### config.mk
export PLATFORM = sky130hd
export DESIGN_NAME = ps2_host_tx
export DESIGN_NICKNAME = d
export VERILOG_FILES = /design/src/rtl/ps2_pkg.sv /design/src/rtl/ps2_line_sync.sv /design/src/rtl/ps2_host_tx.sv
export SDC_FILE = /design/constraint.sdc
export NUM_CORES = 1
export LEC_CHECK = 0
export BUFFER_PORTS_ARGS = -buffer_cell sky130_fd_sc_hd__buf_2
export CORE_UTILIZATION = 50
export CTS_CLUSTER_SIZE = 16
export DETAILED_ROUTE_END_ITERATION = 16
export GPL_TIMING_DRIVEN = 0
export PLACE_DENSITY = 0.7
export SYNTH_ARGS = -nofsm -noshare
export SYNTH_HDL_FRONTEND = slang
export SYNTH_SLANG_ARGS = --single-unit
### constraint.sdc
create_clock -name clk -period 2.45 [get_ports clk]
set_input_delay 0.49 -clock clk [delete_from_list [all_inputs] [get_ports clk]]
set_output_delay 0.49 -clock clk [all_outputs]
set_load 0.005 [all_outputs]
### src/rtl/ps2_pkg.sv
// rtl/ps2_pkg.sv - PS/2 host transmitter states, command/response codes and odd-parity helper
package ps2_pkg;

  typedef enum logic [2:0] {
    ST_IDLE,
    ST_INHIBIT,
    ST_REQ,
    ST_SHIFT,
    ST_ACK,
    ST_RELEASE,
    ST_DONE,
    ST_ERR
  } ps2_state_e;

  localparam logic [7:0] PS2_CMD_SET_LED = 8'hED;
  localparam logic [7:0] PS2_CMD_ENABLE  = 8'hF4;
  localparam logic [7:0] PS2_CMD_RESET   = 8'hFF;
  localparam logic [7:0] PS2_RSP_ACK     = 8'hFA;
  localparam logic [7:0] PS2_RSP_RESEND  = 8'hFE;

  function automatic logic ps2_odd_parity(input logic [7:0] d);
    return ~^d;
  endfunction

endpackage

### src/rtl/ps2_line_sync.sv
// rtl/ps2_line_sync.sv - pad synchronizer with run-length level filter and falling-edge pulse
// FILTER_LEN=1 gives a plain 2-FF sync whose edge pulse lands 3 cycles after the pad edge.
module ps2_line_sync #(
  parameter int FILTER_LEN = 1
) (
  input  logic clk,
  input  logic rst,
  input  logic pad_i,
  output logic level_o,
  output logic fe_o
);

  localparam int CW = $clog2(FILTER_LEN + 1);

  logic          s1_q, s2_q, lvl_q, fe_q;
  logic [CW-1:0] run_q;

  // Idle PS/2 lines float high, so the chain resets to 1 to avoid a false edge.
  always_ff @(posedge clk or posedge rst) begin
    if (rst) begin
      s1_q  <= 1'b1;
      s2_q  <= 1'b1;
      lvl_q <= 1'b1;
      fe_q  <= 1'b0;
      run_q <= '0;
    end else begin
      s1_q <= pad_i;
      s2_q <= s1_q;
      fe_q <= 1'b0;
      if (s2_q == lvl_q) begin
        run_q <= '0;
      end else if (run_q == CW'(FILTER_LEN - 1)) begin
        lvl_q <= s2_q;
        fe_q  <= lvl_q;
        run_q <= '0;
      end else begin
        run_q <= run_q + CW'(1);
      end
    end
  end

  assign level_o = lvl_q;
  assign fe_o    = fe_q;

endmodule

### src/rtl/ps2_host_tx.sv
// rtl/ps2_host_tx.sv - PS/2 host-to-device command transmitter driving open-drain pull-low enables
// Define PS2_CLK_FILTER_EN to deglitch the sampled ps2_clk over FILTER_LEN cycles.
module ps2_host_tx
  import ps2_pkg::*;
#(
  parameter int INHIBIT_CYCLES = 10000,
  parameter int TIMEOUT_CYCLES = 2000000,
  parameter int FILTER_LEN     = 4
) (
  input  logic       clk,
  input  logic       rst,
  input  logic [7:0] tx_data,
  input  logic       tx_valid,
  output logic       tx_ready,
  output logic       tx_done,
  output logic       tx_err,
  input  logic       ps2_clk_in,
  input  logic       ps2_data_in,
  output logic       ps2_clk_oe,
  output logic       ps2_data_oe
);

  localparam int MAX_CYCLES = (INHIBIT_CYCLES > TIMEOUT_CYCLES) ? INHIBIT_CYCLES : TIMEOUT_CYCLES;
  localparam int CW = $clog2(MAX_CYCLES + 1);
  localparam logic [CW-1:0] INH_LAST = CW'(INHIBIT_CYCLES - 1);
  localparam logic [CW-1:0] TMO_LAST = CW'(TIMEOUT_CYCLES - 1);
`ifdef PS2_CLK_FILTER_EN
  localparam bit CLK_FILTER_EN = 1'b1;
`else
  localparam bit CLK_FILTER_EN = 1'b0;
`endif

  ps2_state_e    state_q, state_d;
  logic [CW-1:0] cnt_q, cnt_d;
  logic [3:0]    bit_q, bit_d;
  logic [8:0]    frame_q, frame_d;
  logic          clk_lvl, clk_fe, data_lvl, data_fe_unused;

  ps2_line_sync #(.FILTER_LEN(CLK_FILTER_EN ? FILTER_LEN : 1)) u_clk_sync (
    .clk(clk), .rst(rst), .pad_i(ps2_clk_in), .level_o(clk_lvl), .fe_o(clk_fe)
  );

  ps2_line_sync #(.FILTER_LEN(1)) u_data_sync (
    .clk(clk), .rst(rst), .pad_i(ps2_data_in), .level_o(data_lvl), .fe_o(data_fe_unused)
  );

  always_comb begin
    state_d     = state_q;
    cnt_d       = cnt_q;
    bit_d       = bit_q;
    frame_d     = frame_q;
    tx_ready    = 1'b0;
    tx_done     = 1'b0;
    tx_err      = 1'b0;
    ps2_clk_oe  = 1'b0;
    ps2_data_oe = 1'b0;
    case (state_q)
      ST_IDLE: begin
        tx_ready = 1'b1;
        if (tx_valid) begin
          frame_d = {1'b1, ps2_odd_parity(tx_data), tx_data};
          cnt_d   = '0;
          state_d = ST_INHIBIT;
        end
      end
      ST_INHIBIT: begin
        ps2_clk_oe = 1'b1;
        cnt_d      = cnt_q + CW'(1);
        if (cnt_q == INH_LAST) begin
          ps2_data_oe = 1'b1;
          cnt_d       = '0;
          bit_d       = '0;
          state_d     = ST_REQ;
        end
      end
      ST_REQ, ST_SHIFT, ST_ACK, ST_RELEASE: begin
        if (cnt_q != '1) cnt_d = cnt_q + CW'(1);
        if (state_q == ST_REQ) ps2_data_oe = 1'b1;
        else if (state_q == ST_SHIFT) ps2_data_oe = ~frame_q[0];
        // A timeout outranks a clock edge arriving in the same cycle.
        if (cnt_q >= TMO_LAST) begin
          state_d = ST_ERR;
        end else begin
          case (state_q)
            ST_REQ: if (clk_fe) begin
              bit_d   = bit_q + 4'd1;
              state_d = ST_SHIFT;
            end
            ST_SHIFT: if (clk_fe) begin
              bit_d = bit_q + 4'd1;
              if (bit_q == 4'd9) state_d = ST_ACK;
              else frame_d = {1'b1, frame_q[8:1]};
            end
            ST_ACK: if (clk_fe) state_d = data_lvl ? ST_ERR : ST_RELEASE;
            default: if (clk_lvl && data_lvl) state_d = ST_DONE;
          endcase
        end
      end
      ST_DONE: begin
        tx_done = 1'b1;
        state_d = ST_IDLE;
      end
      ST_ERR: begin
        tx_err  = 1'b1;
        state_d = ST_IDLE;
      end
      default: state_d = ST_IDLE;
    endcase
  end

  always_ff @(posedge clk or posedge rst) begin
    if (rst) begin
      state_q <= ST_IDLE;
      cnt_q   <= '0;
      bit_q   <= '0;
      frame_q <= '0;
    end else begin
      state_q <= state_d;
      cnt_q   <= cnt_d;
      bit_q   <= bit_d;
      frame_q <= frame_d;
    end
  end

endmodule
==> run_results.csv <==
group,metric,value,unit
timing,rsz0062_at_grt,"true",
synth,synth_cell_types,50,
floorplanning,chipHeight,72.3,µm
power_and_ir_drop,internal_power,1.65,mW
synth,synth_edf_count,0,
placement,port_buffers,17,
power_and_ir_drop,p_leak,1.22,nW
grt,antenna_found_initial,0,
floorplanning,core.rowCount,25,
synth,synth.area.top_cells,"dfrtp_1, dfstp_2, nand2_1",
grt,busiest_layer,"met2",
synth,synth_top_family_by_area,"simple AND/OR/NAND/NOR gates",
clock_network,clkSinkCount,44,
floorplanning,io_pins,18,
finish,fillCellCount,412,
finish,diodes,0,
synth,synthSimpleGateAreaFrac,26.0,%
finish,stdcell_area,2880,µm²
power_and_ir_drop,seqPwrFrac,37.0,%
power_and_ir_drop,comb_power_share,42.3,%
clock_network,cts_tree,"built",
synth,async_flop_share,100,%
grt,grtUsageMet3,4.44,%
timing,fin_ws,0.0594,ns
run,maxCapViolCount,0,
placement,hpwlAfterDp,3830,µm
route,ant_nets,0,
finish,nets,329,
finish,drive_gt1_share,22.0,%
grt,grt_util_met1,31.1,%
route,totalWireLength,5360,µm
floorplanning,design.core.area,4750,µm²
clock_network,htree_levels,2,
synth,ys_ff_latch,44,
placement,dp_cells,366,
grt,grt_usage,22.0,%
critical_path,cp_slowest_cell,"or4b_4",
floorplanning,die-width,72.3,µm
timing,max_freq,418,MHz
timing,final_max_slew_viol_count,0,
grt,grt_pass1_wl,8810,µm
synth,syn_nets,298,
synth,yosysTopAreaCell,"dfrtp_1",
clock_network,clock-root-buffer,"clkbuf_8",
floorplanning,die_area,5230,µm²
synth,syn-cell-area,2470,µm²
timing,finalSetupViolations,0,
timing,clock-skew-final,0.00783,ns
min_path,worstHoldPathType,"input pin to asynchronous set/reset pin",
route,wire_per_inst,14.1,µm
timing,whs,0.0527,ns
critical_path,cpPeakStageDelay,0.53,ns
critical_path,path_cells,"or4b_4 > or4_4 > o21bai_4 > or2_1 > buf_6 > o21a_4 > mux2_4",
timing,fin_crit,2.39,ns
clock_network,path_clk_slew,0.09,ns
critical_path,cp.arrival,2.58,ns
placement,place_congestion,0.896,
grt,grt_pass1_vias,1913,
synth,synth_xor_area_share,7.08,%
grt,grt-ovfl-total,0,
synth,synthAdderAreaFrac,2.02,%
floorplanning,initial_core_util,52.0,%
power_and_ir_drop,power_switching,1.11,mW
synth,synth_compound_area_share,13.2,%
placement,postPlaceCellArea,2660,µm²
timing,relSlewSlack,58.6,%
clock_network,cts_buffers,5,
grt,grt_start_max_net_pins,40,
synth,yosys-mux-area-fraction,1.87,%
timing,fin_crit_sh,97.6,%
synth,syn_inst,281,
route,drt-initial-drc-count,191,
grt,gr-usage-met2,33.5,%
route,remaining_drc_errors,0,
critical_path,crit_path_end_kind,"register",
synth,syn_avg_cell_area,8.80,µm²
power_and_ir_drop,clkPwrFrac,20.7,%
route,dr.pass1.iters,4,
power_and_ir_drop,finalPower,2.76,mW
synth,synth_flop_cell,"dfrtp_1",
timing,worst_pin_slew,0.619,ns
clock_network,insertion_delay,0.31,ns
critical_path,path_max_fanout,7,
critical_path,cp-start-kind,"register",
power_and_ir_drop,vdd_drop_max,0.438,mV
outcome,status,"finished, final reports clean",
timing,final-hold-violation-count,0,
route,detail_route.vias_per_cell,5.43,
finish,final_cells,380,
clock_network,clk_path_buf_depth,2,
synth,yosys_warnings,0,
route,num_vias,2065,
power_and_ir_drop,powerDensity,958,nW/µm²
placement,dp_slack,-0.274,ns
critical_path,critPathKind,"register to register",
critical_path,cp.required,2.64,ns
synth,synth.top_cell.area_share,38.4,%
finish,area_delta_synth_final,16.4,%
synth,ys_seq_area_share,44.8,%
clock_network,hold_buffers,0,
power_and_ir_drop,swShare,40.3,%
## cell usage in the layout, fill, tap and decap left out, drive strengths merged, types with 2 or more instances in the layout
cell type   n
nand4       5
dfrtp      38
o21a        2
nand3      11
clkbuf     11
o21ai      14
dfstp       6
nor4        9
nor2       36
buf        30
and2        2
nand2      39
clkinv      2
a21oi      11
nand2b      2
a31oi       8
a21o        3
inv        16
xor2        4
mux2i       2
xnor2      16
ha          4
nor3       11
mux2        2
o41ai       2
and3        4
or3         7
## flip-flops by register name (all words and copies together) (netlist names)
name                 flops
u_data_sync.s2_q         1
u_clk_sync.fe_o          1
u_data_sync.s1_q         1
u_clk_sync.level_o       1
u_data_sync.level_o      1
u_clk_sync.s2_q          1
cnt_q                   21
frame_q                  9
state_q                  3
u_clk_sync.s1_q          1
bit_q                    4
## stage by stage
| stage | util (%) | setup TNS (ns) |
|---|---|---|
| 2_1_floorplan | - | 0 |
| 3_3_place_gp | 55.6 | -2.64 |
| 3_5_place_dp | 56.0 | -2.62 |
| 4_1_cts | 59.2 | -0.00249 |
| 5_1_grt | 60.6 | -0.00616 |
| 6_report | 60.6 | 0 |
## path summary, 6_finish.rpt
| check | startpoint | end | slack [ns] | depth (start not counted) |
|---|---|---|---|---|
| worst max register to register | cnt_q[14] | bit_q[1] | 0.06 | 7 |
| min in group clk | ps2_data_in | u_data_sync.s1_q | 0.27 | 1 |
| worst max-delay path | cnt_q[14] | bit_q[1] | 0.06 | 7 |
| worst min register to register | u_clk_sync.s1_q | u_clk_sync.s2_q | 0.35 | 0 |
| worst min-delay path | rst | frame_q[7] | 0.05 | 2 |
| max in group asynchronous | rst | u_clk_sync.level_o | 1.92 | 3 |
## cell usage after synthesis (7+ instances only)
| library cell | instances |
|---|---|
| a31oi_1 | 8 |
| xnor2_1 | 16 |
| inv_1 | 16 |
| o21ai_0 | 14 |
| a21oi_1 | 11 |
| nor4_1 | 9 |
| nor2_1 | 36 |
| or3_1 | 7 |
| dfrtp_1 | 38 |
| nand2_1 | 39 |
| nor3_1 | 10 |
| nand3_1 | 11 |
## cell families (layout without fill, tap and decap cells)
| kind of cell | after synthesis | count (layout) |
|---|---|---|
| mux | 4 | 4 |
| buf+inv | 28 | 60 |
| flops | 44 | 44 |
| xor+xnor | 20 | 20 |
| compound gates | 49 | 49 |
| simple gates | 132 | 132 |
| fa+ha+maj | 4 | 4 |
## timing repair
item                                    CTS  global route
buffers inserted                          1             5
pin swaps                                 2             3
endpoints found under the setup margin   13            20
endpoints found under the hold margin     0             0
gates resized for setup                   8            10
## critical path: cells and delay by family (launching register included)
kind	cells	cell delay, ns
flip-flops	1	0.45
multiplexers	1	0.29
buffers and inverters	1	0.12
AND/OR/NAND/NOR	3	1.10
AO/OA/AOI/OAI	2	0.31
## power by group through the flow
| stage | Sequential (mW) | Clock (mW) | Combinational, mW |
|---|---|---|---|
| final | 1.02 | 0.570 | 1.17 |
| after global routing | 1.04 | 0.614 | 1.33 |
| after global placement | 1.03 | 0 | 1.08 |
| after detailed placement | 1.03 | 0 | 1.10 |
| after floorplan | 0.996 | 0 | 0.830 |
| after CTS | 1.02 | 0.585 | 1.12 |
## layer usage
layer,routed length (µm),up-vias
li1,-,1039
met1,2500,972
met2,2580,49
met3,231,5
met4,48,0
met5,0,-
## area by class of cell
class | instances | area (µm²) | share of cell area (%)
Multi-Input combinational cell | 209 | 1290 | 44.9
Sequential cell | 44 | 1110 | 38.6
Timing Repair Buffer | 24 | 150 | 5.22
Tap cell | 67 | 83.8 | 2.91
Clock buffer | 5 | 68.8 | 2.39
Buffer | 12 | 65.1 | 2.26
Inverter | 16 | 60.1 | 2.09
Clock inverter | 3 | 47.5 | 1.65
Note: power is estimated with default switching activity, not from simulation.
